**config.mk**
```make
export PLATFORM = sky130hd
export DESIGN_NAME = led_blink_code
export DESIGN_NICKNAME = d
export VERILOG_FILES = /design/src/rtl/led_blink_code.sv
export SDC_FILE = /design/constraint.sdc
export NUM_CORES = 1
export LEC_CHECK = 0
export ABC_AREA = 1
export BUFFER_PORTS_ARGS = -buffer_cell sky130_fd_sc_hd__buf_2
export CAP_MARGIN = 20
export CELL_PAD_IN_SITES_DETAIL_PLACEMENT = 0
export CELL_PAD_IN_SITES_GLOBAL_PLACEMENT = 2
export CORE_MARGIN = 3
export CORE_UTILIZATION = 34
export DETAILED_ROUTE_END_ITERATION = 12
export PLACE_DENSITY = 0.87
export SYNTH_ARGS = -nofsm -noshare
export SYNTH_HDL_FRONTEND = slang
export SYNTH_SLANG_ARGS = --single-unit
```
**constraint.sdc**
```tcl
create_clock -name CLK -period 2.4 [get_ports CLK]
set_input_delay 0.12 -clock CLK [delete_from_list [all_inputs] [get_ports CLK]]
set_output_delay 0.12 -clock CLK [all_outputs]
set_load 0.03 [all_outputs]
```
**src/rtl/led_blink_code.sv**
```systemverilog
// LED blink-code generator: flashes a latched 4-bit code as a burst of pulses,
// then holds dark for a gap, optionally repeating the same code indefinitely.
module led_blink_code #(
    parameter int unsigned CLOCK_FREQ_MHZ = 250,
    parameter int unsigned ON_MSEC        = 200,
    parameter int unsigned OFF_MSEC       = 300,
    parameter int unsigned GAP_MSEC       = 1500
) (
    input  logic       CLK,
    input  logic       RESETN,
    input  logic [3:0] CODE,
    input  logic       CODE_VALID,
    input  logic       REPEAT,
    output logic       LED_OUT,
    output logic       BUSY,
    output logic       DONE
);

    localparam int unsigned ON_CYC  = CLOCK_FREQ_MHZ * ON_MSEC * 1000;
    localparam int unsigned OFF_CYC = CLOCK_FREQ_MHZ * OFF_MSEC * 1000;
    localparam int unsigned GAP_CYC = CLOCK_FREQ_MHZ * GAP_MSEC * 1000;

    localparam int unsigned MAX_OO  = (ON_CYC > OFF_CYC) ? ON_CYC : OFF_CYC;
    localparam int unsigned MAX_CYC = (MAX_OO > GAP_CYC) ? MAX_OO : GAP_CYC;
    localparam int          CNT_W   = (MAX_CYC > 1) ? $clog2(MAX_CYC) : 1;

    typedef logic [CNT_W-1:0] cnt_t;

    // Counter holds "cycles remaining after this one", so phase entry loads N-1.
    localparam cnt_t ON_LOAD  = cnt_t'(ON_CYC - 1);
    localparam cnt_t OFF_LOAD = cnt_t'(OFF_CYC - 1);
    localparam cnt_t GAP_LOAD = cnt_t'(GAP_CYC - 1);

    typedef enum logic [1:0] {
        IDLE = 2'd0,
        ON   = 2'd1,
        OFF  = 2'd2,
        GAP  = 2'd3
    } state_t;

    state_t     state, state_n;
    cnt_t       cnt, cnt_n;
    logic [3:0] pulses, pulses_n;
    logic [3:0] code_q, code_n;
    logic       led_n, busy_n, done_n;

    always_ff @(posedge CLK) begin
        if (!RESETN) begin
            state   <= IDLE;
            cnt     <= '0;
            pulses  <= '0;
            code_q  <= '0;
            LED_OUT <= 1'b0;
            BUSY    <= 1'b0;
            DONE    <= 1'b0;
        end else begin
            state   <= state_n;
            cnt     <= cnt_n;
            pulses  <= pulses_n;
            code_q  <= code_n;
            LED_OUT <= led_n;
            BUSY    <= busy_n;
            DONE    <= done_n;
        end
    end

    always_comb begin
        state_n  = state;
        cnt_n    = cnt;
        pulses_n = pulses;
        code_n   = code_q;

        if (cnt != '0) begin
            cnt_n = cnt - cnt_t'(1);
        end

        case (state)
            IDLE: begin
                cnt_n = '0;
                if (CODE_VALID) begin
                    code_n   = CODE;
                    pulses_n = '0;
                    if (CODE != 4'd0) begin
                        state_n = ON;
                        cnt_n   = ON_LOAD;
                    end else begin
                        state_n = GAP;
                        cnt_n   = GAP_LOAD;
                    end
                end
            end
            ON: begin
                if (cnt == '0) begin
                    pulses_n = pulses + 4'd1;
                    if (pulses_n == code_q) begin
                        state_n = GAP;
                        cnt_n   = GAP_LOAD;
                    end else begin
                        state_n = OFF;
                        cnt_n   = OFF_LOAD;
                    end
                end
            end
            OFF: begin
                if (cnt == '0) begin
                    state_n = ON;
                    cnt_n   = ON_LOAD;
                end
            end
            GAP: begin
                if (cnt == '0) begin
                    if (REPEAT) begin
                        pulses_n = '0;
                        if (code_q != 4'd0) begin
                            state_n = ON;
                            cnt_n   = ON_LOAD;
                        end else begin
                            cnt_n   = GAP_LOAD;
                        end
                    end else begin
                        state_n = IDLE;
                        cnt_n   = '0;
                    end
                end
            end
            default: begin
                state_n = IDLE;
                cnt_n   = '0;
            end
        endcase

        // Outputs are registered from the next state so they line up with it.
        led_n  = (state_n == ON);
        busy_n = (state_n != IDLE);
        done_n = (state_n == GAP) && (cnt_n == '0);
    end

endmodule

```
==> results.toml, run 1 <==
[timing]
tightest_slew_ps = 517
finalWorstSetupSlack_ps = 213
clock_skew_ps = 7.62
fmaxAchievable_mhz = 457
slew_viol_final = 0
final_hold_viol_count = 0
setup-tns-final_ps = 0
rsz0062_at_grt = "false"
setup_violations = 0
period_share_pct = 91.1
min_period_ps = 2190
relSlewSlack_pct = 65.4

[global_routing]
antenna_found_initial = 0
track_usage_pct = 18.6
globalRouteOverflowTotal = 0
grt_max_degree = 24
grt_pass1_wl_um = 14100
grt_pass1_vias = 2679

[route]
drtAntennaViolNets = 0
drt-vias-per-instance = 5.03
vias = 2876
drtIter0Drc = 136
wire_per_inst_um = 15.5
drt_wl_total_um = 8850
drc = 0
drtPass1Iterations = 5

[power_and_ir_drop]
p_total_mw = 2.08
ir_drop_mv = 0.259
p_leak_nw = 1.53
powerDensity_nw_per_um2 = 666

[setup_path]
worstPathRequired_ps = 2630
path_buf_inv = 0
worst_setup_path_end_kind = "flip-flop"
crit_path_cell_trace = "nor2_1 -> nand2_1 -> nor2_4 -> nand2_1 -> o21ai_1 -> nand2_1 -> o21ai_0 -> nand2_1 -> nor2_1 -> nand4_1 -> nor2_1"
cp_top_family = "simple AND/OR/NAND/NOR gates"
worst_path_max_delay_cell = "dfxtp_1"
max_stage_delay_ps = 340
path_class = "reg -> reg"
critPathMostFrequentCell = "nand2_1"
cp.arrival_ps = 2420
cp-start-kind = "flip-flop"
crit_fanout = 5

[floorplan]
die-area_um2 = 9550
start_util_pct = 36.1
row_count = 32
die_w_um = 97.7
ios = 11
fp.coreArea_um2 = 7930
die_y_um = 97.7

[yosys]
seq_area_frac_synth_pct = 29.4
yosysWarningCount = 0
yosys.cell_types.count = 33
syn_area_um2 = 2860
avgSynthCellArea_um2 = 6.27
synth_seq_cells = 42
synthCells = 456
syn_nets = 467

[placement]
dpl.hpwl_um = 7190
io_buffers = 10
dp_cells = 566
place_area_um2 = 3040
gp_congestion = 0.899
dp_slack_ps = 262

[clock_network]
numCtsBuffers = 5
cts_max_path_buffers = 2
cts_setup_buffers = 0
htree_levels = 2
root_buffer = "clkbuf_8"
ctsHoldBuffers = 0
clock_latency_ps = 290
clk_pin_slew_ps = 80
cts.sinks = 42
cts.repair.resized = 0
cts_tree = "yes"

[layout]
fin_area_um2 = 3130
area_growth_pct = 9.37
num_antenna_cells = 0
final_nets = 482
drive_gt1_share_pct = 13.6
fin_cells = 572

[job]
drv_cap = 0

[worst_hold_path]
hp-class = "in -> reg"

[status]
status = "finished clean"
[routing by layer]
metal	vias up	routed length, um	global-route usage (%)
met1	1325	4290	25.6
met2	60	4210	31.6
met5	-	0	0
met4	0	46	2.98
met3	5	304	2.51
li1	1486	-	-
[placed cells by master (no fill, tap or decap), drive strengths merged]
cell and instances:
o211a 1, nand2 127, ha 3, a21oi 33
inv 51, and2 2, nand4 8, nand3 43
clkbuf 6, dfxtp 42, a31oi 2, nor3 3
nor2 91, buf 16, nor4 1, a21boi 1
xnor2 6, a211oi 2, o21bai 1, or2 1
o21ai 23, nand3b 1, xor2 6
[cells by family (layout without fill, tap and decap cells)]
group                      count (synthesis)  in the layout  synth area share [%]
and+or+nand+nor                          277            277                  45.7
AOI/OAI and AO/OA                         63             63                  11.9
adders and majority gates                  3              3                  1.31
xor gates and xnor gates                  12             12                  3.68
DFF                                       42             42                  29.4
buffers and inverters                     59             73                  8.01
[cell usage after synthesis]
master    count  area share, %
a211oi_1      2           0.53
a21boi_2      1           0.39
a21oi_1      32            5.6
a21oi_2       1           0.31
a31oi_1       2           0.44
and2_1        2           0.44
buf_1         1           0.13
buf_6         1           0.39
clkbuf_1      6           0.79
dfxtp_1      42             29
ha_1          3            1.3
inv_1        44            5.8
inv_2         7           0.92
nand2_1     114             15
nand2_2       8            1.8
nand2_4       5            2.0
nand3_1      41            7.2
nand3_2       2           0.70
nand3b_1      1           0.26
nand4_1       8            1.8
nor2_1       73            9.6
nor2_2        9            2.0
nor2_4        7            2.8
nor2_8        2            1.4
nor3_1        3           0.53
nor4_1        1           0.22
o211a_1       1           0.35
o21ai_0      19            3.3
o21ai_1       4           0.70
o21bai_1      1           0.26
or2_0         1           0.22
xnor2_1       6            1.8
xor2_1        6            1.8
[through the flow]
stage / hold slack (ps) / utilization, %
after floorplan: 255 / -
after global placement: 362 / 38.4
after detailed placement: 371 / 38.4
after CTS: 65.9 / 39.4
after global routing: 102 / 39.4
final: 66.9 / 39.4
[final timing paths]
| check | start | to | slack (ps) | cells past startpoint |
|---|---|---|---|---|
| setup / recovery | cnt[5] | DONE | 210 | 11 |
| hold reg to reg | code_q[2] | code_q[2] | 510 | 2 |
| setup reg to reg | cnt[5] | DONE | 210 | 11 |
| hold / removal | CODE[0] | code_q[0] | 70 | 3 |
[registers in the layout (all words and copies together), names as in the netlist]
| signal | cells |
|---|---|
| state | 2 |
| code_q | 4 |
| BUSY | 1 |
| LED_OUT | 1 |
| DONE | 1 |
| pulses | 4 |
| cnt | 29 |
[tightest hold or removal path: stages]
cell,delay (ps)
buf_2,90
nor2_1,40
nor2_1,80
[area by class of cell]
class                      instances  area [um^2]
clock buffer                       6         82.6
sequential                        42          841
fill                             897         4800
multi-input combinational        355         1790
tap                              102          128
timing repair buffer              16         95.1
inverter                          51          191
[power breakdown]
group / leakage [nW] / internal (mW) / switching [mW]
sequential: 0.345 / 0.755 / 0.0665
clock: 0.0431 / 0.223 / 0.248
combinational: 1.15 / 0.257 / 0.534
(Power assumes the default switching activity.)
==> run 2: changes to the inputs <==
Settings changed: CORE_ASPECT_RATIO from default to 0.6.
==> results.toml, run 2 (synthesis gave the netlist of run 1 again) <==
[global_routing]
globalRouteOverflowTotal = 0
grt_pass1_vias = 2642
grt_max_degree = 27
track_usage_pct = 20.6
antenna_found_initial = 0
grt_pass1_wl_um = 15200

[clock_network]
numCtsBuffers = 5
cts.sinks = 42
cts_max_path_buffers = 2
htree_levels = 2
ctsHoldBuffers = 0
clock_latency_ps = 290
cts_tree = "yes"
cts_setup_buffers = 0
root_buffer = "clkbuf_16"
clk_pin_slew_ps = 60

[route]
vias = 3046
drtIter0Drc = 302
drtAntennaViolNets = 0
drt-vias-per-instance = 5.16
drtPass1Iterations = 5
wire_per_inst_um = 16.5
drt_wl_total_um = 9750
drc = 0

[setup_path]
crit_fanout = 10
worst_setup_path_end_kind = "flip-flop"
path_class = "reg -> reg"
cp.arrival_ps = 2420
worstPathRequired_ps = 2620
cp-start-kind = "flip-flop"

[placement]
gp_congestion = 0.993
place_area_um2 = 3130
io_buffers = 10
dpl.hpwl_um = 7730
dp_slack_ps = 22.4
dp_cells = 583

[floorplan]
row_count = 25
die_w_um = 124
fp.coreArea_um2 = 8010
die-area_um2 = 9580
start_util_pct = 35.7
ios = 11
die_y_um = 77.0

[layout]
ff_latch_area_um2 = 841
fin_area_um2 = 3330
final_util_pct = 41.6
multi_input_area_um2 = 1820
layout_common_cells = "113 x nand2_1, 70 x nor2_1, 44 x inv_1"
reg_top3 = "cnt: 29 flops, code_q: 4 flops, pulses: 4 flops"
fillCellCount = 874
final_nets = 493
area_growth_pct = 16.5
layout_commonest_cell = "nand2_1"
num_antenna_cells = 0
largest_reg_flops = 29
fin_cells = 590
top_register = "cnt"
drive_gt1_share_pct = 16.8

[timing]
tightest_slew_ps = 375
rsz0062_at_grt = "false"
slew_viol_final = 0
relSlewSlack_pct = 74.8
finalWorstSetupSlack_ps = 207
final_hold_viol_count = 0
fmaxAchievable_mhz = 456
setup_violations = 0
min_period_ps = 2190
period_share_pct = 91.4
clock_skew_ps = 2.68
timing.hold.ws_ps = 75.4
setup-tns-final_ps = 0

[worst_hold_path]
hp-class = "in -> reg"

[power_and_ir_drop]
p_total_mw = 2.47
powerDensity_nw_per_um2 = 743
ir_drop_mv = 0.259
p_leak_nw = 1.63

[status]
status = "finished clean"

[job]
drv_cap = 0
[run 2: cell types whose count changed in the layout (fill, tap and decap cells not counted)]
cell       change
nand2_2        +1
nand3_2        -1
nor2_1         -3
o21ai_0        -1
clkbuf_8       -5
nor2_4         +1
nor2_2         +2
nand3_4        +1
clkbuf_16      +5
bufinv_16      +1
nand2_1        -1
o21ai_2        +1
buf_4         +11
[run 2: layer usage]
metal,GRT usage (%),wire length [um],vias up
met5,0,0,-
met4,4.27,52,0
met3,8.98,1390,5
met2,23.2,3240,153
met1,33.5,5080,1378
li1,-,-,1510
[run 2: final timing paths]
check	cells past startpoint	slack, ps	from	to
min reg2reg	2	510	code_q[2]	code_q[2]
min	3	80	CODE[0]	code_q[0]
max	14	210	cnt[22]	DONE
max reg2reg	14	210	cnt[22]	DONE
[run 2: final cells by class]
| cell class | instances | share of cell area, % |
|---|---|---|
| Inverter | 51 | 5.75 |
| Sequential cell | 42 | 25.3 |
| Multi-Input combinational cell | 355 | 54.5 |
| Clock inverter | 1 | 0.902 |
| Tap cell | 108 | 4.06 |
| Timing Repair Buffer | 27 | 5.34 |
| Clock buffer | 6 | 4.17 |
[run 2: repair_timing]
| item | in CTS | in global routing |
|---|---|---|
| setup endpoints to repair | 1 | 1 |
| resized for setup | 1 | 7 |
| gates cloned | 0 | 0 |
[run 2: critical path, stage by stage, from the launching register on]
cell and delay [ps]:
dfxtp_1 360, nor2_2 210, nand2_1 150, inv_1 80, nand2_1 50, nor2_1 110
nand2_2 110, nand2_2 70, buf_4 120, nand3_4 160, o21ai_0 190, nand3_1 140
nor2_1 170, nand4_1 110, nor2_1 110
[run 2: power breakdown]
part / internal, mW / switching (mW) / leakage [nW]
logic: 0.280 / 0.581 / 1.20
clock network: 0.514 / 0.279 / 0.0829
registers: 0.756 / 0.0652 / 0.345
total: 1.55 / 0.926 / 1.63
==> run 3: changes to the inputs <==
Settings changed: ABC_AREA 1 to default, CORE_UTILIZATION 34 to 37, CTS_CLUSTER_SIZE from default to 24, PLACE_DENSITY 0.87 to 0.86.
==> results.toml, run 3 <==
[status]
status = "finished, violations left"
violations = "setup timing"

[layout]
ff_latch_area_um2 = 845
layout_commonest_cell = "buf_4"
reg_top3 = "cnt: 29 flops, code_q: 4 flops, pulses: 4 flops"
final_nets = 456
top_register = "cnt"
final_util_pct = 60.6
area_growth_pct = 50.6
largest_reg_flops = 29
drive_gt1_share_pct = 41.7
fillCellCount = 587
layout_common_cells = "111 x buf_4, 39 x dfxtp_1, 36 x nand2_1"
multi_input_area_um2 = 1870
num_antenna_cells = 0

[route]
drt_wl_total_um = 10100
top_layer_used = "met4"
vias = 3135
drtIter0Drc = 389
drt-vias-per-instance = 5.92
dr_wl_met2_um = 3690
wl_met3_um = 1460
drc = 0
drtAntennaViolNets = 0
wire_per_inst_um = 19.0
drtPass1Iterations = 5
wirelength_met1_um = 4800

[power_and_ir_drop]
ir_drop_mv = 0.322
powerDensity_nw_per_um2 = 694
p_leak_nw = 1.66

[yosys]
yosysWarningCount = 0
seq_area_frac_synth_pct = 32.4
synth_area_leaders = "dfxtp_1 32%, nand2_1 5.2%, nor2_1 5.2%, a21oi_1 5.0%, xnor2_1 3.7%"
async_flop_share_pct = 0
netlist_top_cells_count = "42 x dfxtp_1, 36 x nand2_1, 36 x nor2_1"
synth_edf_count = 0
yosys.cell_types.count = 54
avgSynthCellArea_um2 = 7.86
synth_top_area_cell = "dfxtp_1"
syn_nets = 341
synth_top_area_share_pct = 32.4
yosysMostFrequentCell = "dfxtp_1"
syn_area_um2 = 2590
synth_seq_cells = 42
yosys_most_used_dff = "dfxtp_1"
synthCells = 330

[timing]
period_share_pct = 108
rsz0062_at_grt = "true"
relSlewSlack_pct = 55.2
clock_skew_ps = 2.48
fmaxAchievable_mhz = 387
timing.hold.ws_ps = 74.4
min_period_ps = 2580
slew_viol_final = 0
setup_violations = 6
final_hold_viol_count = 0
finalWorstSetupSlack_ps = -183
tightest_slew_ps = 670

[clock_network]
cts.sinks = 42
clk_pin_slew_ps = 60
ctsHoldBuffers = 0
clock_latency_ps = 300
cts_tree = "yes"
cts_max_path_buffers = 2
root_buffer = "clkbuf_16"
numCtsBuffers = 5
htree_levels = 2

[floorplan]
start_util_pct = 40.2
row_count = 22
die-area_um2 = 8080
die_y_um = 70.8
ios = 11
die_w_um = 114
fp.coreArea_um2 = 6440

[global_routing]
track_usage_pct = 24.6
grt_max_degree = 18
antenna_found_initial = 0
grt_pass1_wl_um = 15200
grt_pass1_vias = 2769
globalRouteOverflowTotal = 0

[setup_path]
max_stage_delay_ps = 600
crit_fanout = 6
worst_path_max_delay_cell = "or4_4"
crit_path_cell_trace = "or4_4 -> or4_4 -> buf_4 -> nor4_4 -> nor3b_2 -> o31a_2 -> buf_4 -> nor2_4"
worstPathRequired_ps = 2630
worst_setup_path_end_kind = "flip-flop"
critical_path_depth = 8
timing.rr.start = "cnt[8]"
path_class = "reg -> reg"
rr_worst_depth = 8
cp_top_family = "simple AND/OR/NAND/NOR gates"
cp-start-kind = "flip-flop"
startpoint = "cnt[8]"
cp.arrival_ps = 2810
path_buf_inv = 2

[placement]
dpl.hpwl_um = 7600
io_buffers = 10
gp_congestion = 1.02

[worst_hold_path]
worstHoldPathCells = 3
hp-class = "in -> reg"
min_from = "CODE[1]"

[job]
drv_cap = 0
==> run 3: cell type report <==
type	count	area share, %
Clock buffer	5	3.21
Inverter	7	0.673
Clock inverter	3	0.609
Tap cell	84	2.69
Timing Repair Buffer	123	23.2
Multi-Input combinational cell	266	48.0
Sequential cell	42	21.6
==> run 3: final timing paths <==
kind / end / slack (ps)
setup reg to reg: cnt[25] / -180
hold reg to reg: code_q[1] / 530
setup / recovery: cnt[25] / -180
hold / removal: code_q[1] / 70
==> run 3: per-stage QoR <==
| stage | instance area [um^2] | std cells | total power, mW | setup slack, ps | TNS [ps] |
|---|---|---|---|---|---|
| after floorplan | 2650 | 330 | 1.34 | -87.1 | -87.1 |
| after global placement | 3500 | 511 | 1.84 | -337 | -1260 |
| after detailed placement | 3500 | 511 | 1.84 | -271 | -764 |
| after CTS | 3760 | 525 | 2.61 | -96.5 | -244 |
| after global routing | 3900 | 530 | 2.82 | -270 | -1780 |
| final | 3900 | 530 | 2.71 | -183 | -624 |
==> run 3: metal layers <==
metal  up-vias  track usage [%]
met5         -                0
met4         0             5.67
met3        21             11.9
met2       207             28.5
met1      1439             38.7
li1       1468                -
==> run 3: repair_timing <==
item / in CTS / in global routing
setup buffers: 5 / 5
hold endpoints to repair: 0 / 0
pin swaps: 16 / 10
cloned: 1 / 0
resized for setup: 18 / 23
endpoints found under the setup margin: 11 / 19
==> run 3: cells by family after synthesis <==
| kind of cell | count (synthesis) | synth area share (%) |
|---|---|---|
| multiplexers | 2 | 0.820 |
| flip-flops | 42 | 32.4 |
| AO/OA/AOI/OAI | 77 | 19.7 |
| buffers and inverters | 23 | 3.81 |
| XOR/XNOR | 22 | 8.01 |
| adder cells (fa/ha/maj) | 3 | 1.45 |
| AND/OR/NAND/NOR | 161 | 33.7 |
==> run 3: tightest hold or removal path, delay by kind of cell <==
kind	cells	cell delay (ps)
buffers and inverters	1	110
and+or+nand+nor	1	50
AOI/OAI and AO/OA	1	50
==> run 3: where the power goes <==
part | leakage (nW) | internal, mW | switching, mW
Sequential | 0.346 | 0.752 | 0.0528
Combinational | 1.25 | 0.567 | 0.632
Clock | 0.0664 | 0.389 | 0.316
